==> config.mk <==
export PLATFORM = sky130hd
export DESIGN_NAME = shift_reg_univ
export DESIGN_NICKNAME = d
export VERILOG_FILES = /design/src/rtl/shift_reg_pkg.sv /design/src/rtl/shift_reg_univ_ser.sv /design/src/rtl/shift_reg_univ.sv
export SDC_FILE = /design/constraint.sdc
export NUM_CORES = 1
export LEC_CHECK = 0
export ABC_AREA = 1
export BUFFER_PORTS_ARGS = -buffer_cell sky130_fd_sc_hd__buf_2
export CAP_MARGIN = 20
export CORE_AREA = 8 8 73 75
export DETAILED_ROUTE_END_ITERATION = 8
export DIE_AREA = 0 0 81 83
export PLACE_DENSITY_LB_ADDON = 0.2
export SYNTH_ARGS = -nofsm -noshare
export SYNTH_HDL_FRONTEND = slang
export SYNTH_SLANG_ARGS = --single-unit
export TNS_END_PERCENT = 30
==> constraint.sdc <==
create_clock -name clk -period 1.1 [get_ports clk]
set_input_delay 0.055 -clock clk [delete_from_list [all_inputs] [get_ports clk]]
set_output_delay 0.055 -clock clk [all_outputs]
set_load 0.01 [all_outputs]
==> src/rtl/shift_reg_pkg.sv <==
// Shared definitions for the universal shift register slice.
// Holds the mode select encodings used by the register mux and the
// serializer FSM state type used by the serializer controller.
package shift_reg_pkg;

  // Operation select encodings driven on the 3-bit mode input
  localparam logic [2:0] MODE_HOLD = 3'd0;
  localparam logic [2:0] MODE_LOAD = 3'd1;
  localparam logic [2:0] MODE_SHL  = 3'd2;
  localparam logic [2:0] MODE_SHR  = 3'd3;
  localparam logic [2:0] MODE_ROL  = 3'd4;
  localparam logic [2:0] MODE_ROR  = 3'd5;
  localparam logic [2:0] MODE_ASR  = 3'd6;
  localparam logic [2:0] MODE_CLR  = 3'd7;

  // Serializer FSM states
  typedef enum logic [1:0] {
    ST_IDLE  = 2'd0,
    ST_SHIFT = 2'd1,
    ST_DONE  = 2'd2
  } ser_state_t;

endpackage

==> src/rtl/shift_reg_univ_ser.sv <==
// shift_ser_ctrl: serializer controller for shift_reg_univ.
// Runs the IDLE/SHIFT/DONE FSM and the bit counter, owns the registered
// serial outputs, and tells the register datapath when to load, when to
// shift, and when ordinary mode operations are allowed.
// Ports:
//   clk, rst   : clock, synchronous active-high reset
//   start      : request to serialize the word currently on data
//   ser_bit    : bit of q that leaves the register on the next shift
//   load       : datapath strobe, load q from data (start accepted)
//   shift      : datapath strobe, shift q with zero fill
//   mode_en    : mode operations allowed this cycle (idle, no start)
//   ser_out    : registered serial bit
//   ser_valid  : ser_out carries a valid bit
//   busy       : serialization in progress
//   done       : one-cycle pulse after the last bit
module shift_ser_ctrl
  import shift_reg_pkg::*;
#(
  parameter int WIDTH = 8
) (
  input  logic clk,
  input  logic rst,
  input  logic start,
  input  logic ser_bit,
  output logic load,
  output logic shift,
  output logic mode_en,
  output logic ser_out,
  output logic ser_valid,
  output logic busy,
  output logic done
);

  localparam int CW = $clog2(WIDTH + 1);

  ser_state_t     state_q, state_d;
  logic [CW-1:0]  cnt_q;

  // State register
  always_ff @(posedge clk) begin
    if (rst) state_q <= ST_IDLE;
    else     state_q <= state_d;
  end

  // Next state and datapath strobes. start is only looked at in IDLE, so
  // a start held high through DONE is picked up on the following IDLE cycle.
  always_comb begin
    state_d = state_q;
    load    = 1'b0;
    shift   = 1'b0;
    mode_en = 1'b0;
    case (state_q)
      ST_IDLE: begin
        if (start) begin
          load    = 1'b1;
          state_d = ST_SHIFT;
        end else begin
          mode_en = 1'b1;
        end
      end
      ST_SHIFT: begin
        shift = 1'b1;
        if (cnt_q == CW'(1)) state_d = ST_DONE;
      end
      ST_DONE:  state_d = ST_IDLE;
      default:  state_d = ST_IDLE;
    endcase
  end

  // Counter and registered serial outputs. done defaults low so it can
  // only ever be a single-cycle pulse out of DONE.
  always_ff @(posedge clk) begin
    if (rst) begin
      cnt_q     <= '0;
      ser_out   <= 1'b0;
      ser_valid <= 1'b0;
      busy      <= 1'b0;
      done      <= 1'b0;
    end else begin
      done <= 1'b0;
      if (load) begin
        cnt_q <= CW'(WIDTH);
        busy  <= 1'b1;
      end
      if (shift) begin
        ser_out   <= ser_bit;
        ser_valid <= 1'b1;
        if (cnt_q != '0) cnt_q <= cnt_q - CW'(1);
      end
      if (state_q == ST_DONE) begin
        ser_valid <= 1'b0;
        done      <= 1'b1;
        busy      <= 1'b0;
      end
    end
  end

endmodule

==> src/rtl/shift_reg_univ.sv <==
// shift_reg_univ: parametrised universal shift register with a built-in
// parallel-to-serial converter.
// Ports:
//   clk, rst          : clock, synchronous active-high reset
//   en, mode          : run the selected mode operation while idle
//   data              : parallel load value (also the word to serialize)
//   sin_l, sin_r      : serial inputs at the MSB / LSB end
//   start             : begin serializing data
//   q                 : register contents
//   sout_msb/sout_lsb : q[WIDTH-1] / q[0], combinational
//   ser_out/ser_valid : registered serial bit and its valid flag
//   busy, done        : serializer active / end-of-word pulse
module shift_reg_univ
  import shift_reg_pkg::*;
#(
  parameter int WIDTH     = 8,
  parameter bit LSB_FIRST = 1'b1
) (
  input  logic             clk,
  input  logic             rst,
  input  logic             en,
  input  logic [2:0]       mode,
  input  logic [WIDTH-1:0] data,
  input  logic             sin_l,
  input  logic             sin_r,
  input  logic             start,
  output logic [WIDTH-1:0] q,
  output logic             sout_msb,
  output logic             sout_lsb,
  output logic             ser_out,
  output logic             ser_valid,
  output logic             busy,
  output logic             done
);

  logic load, shift, mode_en, ser_bit;

  // The bit that leaves the register on a serializer shift
  assign ser_bit  = LSB_FIRST ? q[0] : q[WIDTH-1];
  assign sout_msb = q[WIDTH-1];
  assign sout_lsb = q[0];

  shift_ser_ctrl #(.WIDTH(WIDTH)) u_ctrl (
    .clk       (clk),
    .rst       (rst),
    .start     (start),
    .ser_bit   (ser_bit),
    .load      (load),
    .shift     (shift),
    .mode_en   (mode_en),
    .ser_out   (ser_out),
    .ser_valid (ser_valid),
    .busy      (busy),
    .done      (done)
  );

  // Register and mode mux. Serializer strobes take precedence over the
  // mode operations, which only run when the controller grants mode_en.
  always_ff @(posedge clk) begin
    if (rst) begin
      q <= '0;
    end else if (load) begin
      q <= data;
    end else if (shift) begin
      q <= LSB_FIRST ? {1'b0, q[WIDTH-1:1]} : {q[WIDTH-2:0], 1'b0};
    end else if (mode_en && en) begin
      case (mode)
        MODE_HOLD: q <= q;
        MODE_LOAD: q <= data;
        MODE_SHL:  q <= {q[WIDTH-2:0], sin_r};
        MODE_SHR:  q <= {sin_l, q[WIDTH-1:1]};
        MODE_ROL:  q <= {q[WIDTH-2:0], q[WIDTH-1]};
        MODE_ROR:  q <= {q[0], q[WIDTH-1:1]};
        MODE_ASR:  q <= {q[WIDTH-1], q[WIDTH-1:1]};
        MODE_CLR:  q <= '0;
        default:   q <= q;
      endcase
    end
  end

endmodule

* Yosys cells after proc, flatten, opt, wreduce, memory -nomap -nowiden
Index checks and enable logic that the tools add are counted.
** Cells by class
- Add/sub/neg operators :: 1
- Equal/unequal tests :: 14
- Multiplexer cells :: 16
- Reduce and logical (&&, ||, !) cells :: 9
** Operator list (number)
- $pmux 8 s7 :: 1
- $mux 8 :: 3
- $eq 3x3->1 const B :: 4
- $mux 4 :: 3
- $eq 3x2->1 const B :: 2
- $mux 1 :: 6
- $ne 3x3->1 const B :: 2
- $eq 4x1->1 const B :: 1
- $mux 2 :: 2
- $pmux 2 s2 :: 1
- $reduce_and 2->1 :: 2
- $reduce_bool 4->1 :: 1
- $sub 4x1->4 const B :: 1
- $eq 3x1->1 const B :: 1
- $logic_not 3->1 :: 1
- $reduce_and 3->1 :: 1
- $reduce_bool 3->1 :: 1
- $eq 2x1->1 const B :: 1
- $eq 2x2->1 const B :: 1
- $logic_not 2->1 :: 1
- $ne 2x1->1 const B :: 1
- $ne 2x2->1 const B :: 1
- $reduce_or 2->1 :: 1
- $logic_and 1x1->1 :: 1
** Storage, ports and cells
- Register bits :: 18
- Output and inout port bits :: 14
- Logic and storage cells :: 48

* Logic depth before layout (Yosys ltp)
- Depth in word-level cells :: 6
- Gate-level depth with buffers :: 8

* Modules after synthesis
A second synthesis with hierarchy kept.
** Unflattened totals
- Cells, all modules :: 201
- Area, all modules :: 1261.2 um2
** Modules (own cells, without submodules)
- shift_reg_univ :: instances 1, cells each 134, area an instance 793.3 um2, sequential area each 160.2 um2
- shift_ser_ctrl :: instances 1, cells each 67, area an instance 467.9 um2, sequential area each 200.2 um2

* Least setup slack after synthesis
OpenSTA, ideal clock, no wires.
- Path type :: register to register
- From :: register u_ctrl.state_q[0]
- To :: register q[0]
- Arrival time :: 1.034 ns
- Data required time :: 0.984 ns
- Slack :: -0.050 ns
- Cell stages (with the launch flop) :: 7
- Path buffers :: 0
- Period minus slack after synthesis :: 1.150 ns
- Path through :: dfxtp_1 o21ai_2 nand2_1 nand2_4 inv_6 o21ai_2 a21oi_2
** Between the ends
- Longest elaborated chain between the ends :: 5
** Ends and longest elaborated chain
- from (decl) :: RTL line shift_reg_univ_ser.sv:36 : ser_state_t state_q, state_d;
- from (signal assigned) :: RTL line shift_reg_univ_ser.sv:42 : else state_q <= state_d;
- $logic_not 2->1 :: RTL line shift_reg_univ_ser.sv:52 : case (state_q)
- $mux 1 :: RTL line shift_reg_univ_ser.sv:52
- $logic_and 1x1->1 :: RTL line shift_reg_univ.sv:66 : end else if (mode_en && en) begin
- $reduce_bool 3->1 (no source line)
- $reduce_and 2->1 (no source line)
- to (signal assigned) :: RTL line shift_reg_univ.sv:65 : q <= LSB_FIRST ? {1'b0, q[WIDTH-1:1]} : {q[WIDTH-2:0], 1'b0};
- to (signal assigned) :: RTL line shift_reg_univ.sv:68 : MODE_HOLD: q <= q;
- to (signal assigned) :: RTL line shift_reg_univ.sv:69 : MODE_LOAD: q <= data;
- to (decl) :: RTL line shift_reg_univ.sv:27 : output logic [WIDTH-1:0] q,
Parallel ways exist; a longest one is shown, timed or not.
A chain may end at the register's enable or synchronous reset.

* Worst setup path in the final report
- From :: register u_ctrl.state_q[0]
- To :: register q[6]
Same word-level chain as after synthesis.

==> results.sh <==
export IMPL_die_w_um=81
export IMPL_io_buffer_count=30
export IMPL_yosysMostFrequentCell="nand2_1"
export IMPL_start_util_pct=31.4
export IMPL_track_usage_pct=11.8
export IMPL_instances_no_fill=298
export IMPL_clk_pin_slew_ns=0.07
export IMPL_synthMuxAreaShare_pct=0
export IMPL_crit_arrival_ns=1.35
export IMPL_grt_pass1_wl_um=6570
export IMPL_die_height_um=83
export IMPL_finalMaxSlewViolations=0
export IMPL_root_buffer="clkbuf_8"
export IMPL_synth_fa_ha_area_share_pct=1.90
export IMPL_diodes=0
export IMPL_ant_nets=0
export IMPL_cts_setup_buffers=0
export IMPL_slew_headroom_pct=79.6
export IMPL_ys_seq_elements=18
export IMPL_p_per_area_nw_per_um2=1180
export IMPL_rows=24
export IMPL_synth_distinct_cells=28
export IMPL_route_detailed_drc=0
export IMPL_syn_instance_count=192
export IMPL_violations="negative setup slack"
export IMPL_via_per_inst=4.66
export IMPL_synth_nets=211
export IMPL_antenna_found_initial=0
export IMPL_cts_hold_buffers=0
export IMPL_vdd_drop_max_mv=0.787
export IMPL_worstSetupEndpointType="flip-flop"
export IMPL_io_pins=31
export IMPL_rsz0062_at_grt="true"
export IMPL_max_freq_mhz=832
export IMPL_synth_seq_area_share_pct=27.3
export IMPL_leakagePower_uw=0.000888
export IMPL_crit_fanout=8
export IMPL_cts_sinks=18
export IMPL_setup_violations=11
export IMPL_yosys_warnings=0
export IMPL_fin_nets=266
export IMPL_first_global_vias=1415
export IMPL_synth_edf_count=0
export IMPL_h_tree_depth=1
export IMPL_fin_crit_sh_pct=109
export IMPL_synth_compound_area_share_pct=20.8
export IMPL_cts_buffers=3
export IMPL_grt_max_degree=16
export IMPL_yosys_area_top_type="dfxtp_1"
export IMPL_cts_buffer_depth=2
export IMPL_wl_um=3710
export IMPL_status="complete, but fails checks"
export IMPL_syn_avg_cell_area_sq_um=6.88
export IMPL_drv_cap=0
export IMPL_synth_top_area_share_pct=27.3
export IMPL_syn2layout_area_growth_pct=34.5
export IMPL_gp_congestion=0.782
export IMPL_synth_ff_type="dfxtp_1"
export IMPL_synth_top_cells_by_area="dfxtp_1 27%, nand2_1 12%, nand3_1 8.7%"
export IMPL_synth_simple_area_share_pct=37.0
export IMPL_dp_cells=294
export IMPL_synth_xor_area_share_pct=0
export IMPL_crit_type="reg -> reg"
export IMPL_coreArea_sq_um=4200
export IMPL_firstDrtPassIters=6
export IMPL_min_period_ns=1.20
export IMPL_layout_drive_gt1_share_pct=43.5
export IMPL_fin_skew_ns=0.00302
export IMPL_grt_overflow_total=0
export IMPL_cts_tree="built"
export IMPL_finalHoldViolCount=0
export IMPL_synth_area_sq_um=1320
export IMPL_final_core_util_pct=42.2
export IMPL_insertion_delay_ns=0.25
export IMPL_vias=1390
export IMPL_crit_required_ns=1.25
export IMPL_fin_ws_ns=-0.102
export IMPL_hp_class="in -> reg"
export IMPL_fp_dieArea_sq_um=6720
export IMPL_wl_per_cell_um=12.5
export IMPL_synthTopCellsByCount="41 x nand2_1, 23 x nand3_1, 21 x inv_1"
export IMPL_first_iter_violations=46
export IMPL_critPathLaunchType="flip-flop"
export IMPL_async_reset_ff_share_pct=0
export IMPL_synth_top_family_by_area="simple AND/OR/NAND/NOR gates"
export IMPL_hpwl_um=2970
export IMPL_postCtsResizedCells=6
export IMPL_worstMarginPinSlew_ns=0.303
[cell type report]
class | count | area (sq um)
Fill cell | 462 | 2430
Multi-Input combinational cell | 141 | 810
Timing Repair Buffer | 58 | 377
Sequential cell | 18 | 365
Inverter | 25 | 104
Tap cell | 52 | 65.1
Clock buffer | 4 | 55.1
[metal layers]
layer / GRT usage (%) / vias to the layer above / part of all wire, %
met3: 3.02 / 4 / 3.5
met1: 15.0 / 627 / 48
met5: 0 / - / 0
met2: 19.6 / 21 / 48
li1: - / 738 / -
met4: 1.95 / 0 / 0.78
[path summary, 6_finish.rpt]
| kind | start | endpoint | slack (ns) | cells after the start |
|---|---|---|---|---|
| min | rst | u_ctrl.cnt_q[1]$_SDFF_PP0_ | 0.08 | 2 |
| min reg2reg | u_ctrl.busy$_SDFFE_PP0P_ | u_ctrl.busy$_SDFFE_PP0P_ | 0.45 | 2 |
| max reg2reg | u_ctrl.state_q[0]$_SDFFE_PP0P_ | q[6]$_SDFFE_PP0P_ | -0.10 | 7 |
| max | u_ctrl.state_q[0]$_SDFFE_PP0P_ | q[6]$_SDFFE_PP0P_ | -0.10 | 7 |
[cells by family after synthesis]
kind of cell | count (synthesis)
adders and majority gates | 2
AOI/OAI and AO/OA | 39
and+or+nand+nor | 100
buffers and inverters | 33
DFF | 18
[layout by cell type, fill, tap and decap left out]
cell      count
or2_0         1
buf_12        1
inv_4         1
nand2_1      39
ha_1          1
nand3_4       1
nor2_4        1
clkbuf_8      4
nand3_2       4
a21oi_2       8
a21oi_1       7
o21ai_0       7
o21ai_1       3
a21boi_0      1
nand2_4       2
ha_2          1
buf_4        26
nand2_2       7
dfxtp_1      14
inv_8         1
nor2_1       15
o21ai_4       1
nor2_2        1
buf_6         1
inv_2         3
nand4_1       4
nand3_1      22
buf_2        30
o31ai_1       1
dfxtp_2       4
inv_1        20
nor3_1        3
o21ai_2      10
a211oi_1      1
[critical path: stages (launching register included)]
cell     delay, ns
dfxtp_2       0.34
buf_6         0.13
nor2_4        0.14
nand3_2       0.08
nand2_2       0.09
nand2_4       0.11
nor2_1        0.15
a21oi_2       0.07
[power breakdown]
group / total (uW) / switching [uW] / internal (uW)
clock network: 547 / 229 / 318
logic: 768 / 428 / 340
registers: 784 / 64.2 / 720
total: 2100 / 721 / 1380
[state kept, by name, indices dropped and copies added, names as in the netlist]
signal and flops:
q 8, u_ctrl.cnt_q 4, u_ctrl.state_q 2, u_ctrl.busy 1, u_ctrl.done 1, u_ctrl.ser_out 1, u_ctrl.ser_valid 1
[metrics by stage]
step | setup TNS [ns] | setup WS (ns) | total power (uW) | instance area [sq um] | hold slack, ns
floorplan | 0 | 0.0125 | 1250 | 1330 | 0.310
global placement | -0.535 | -0.0700 | 1550 | 1690 | 0.346
detailed placement | -0.750 | -0.0995 | 1550 | 1690 | 0.350
CTS | -0.756 | -0.0990 | 2120 | 1770 | 0.0757
global route | -1.60 | -0.190 | 2250 | 1780 | 0.0765
finish | -0.737 | -0.102 | 2100 | 1780 | 0.0762
No activity file was read; power rests on OpenSTA's default activity.
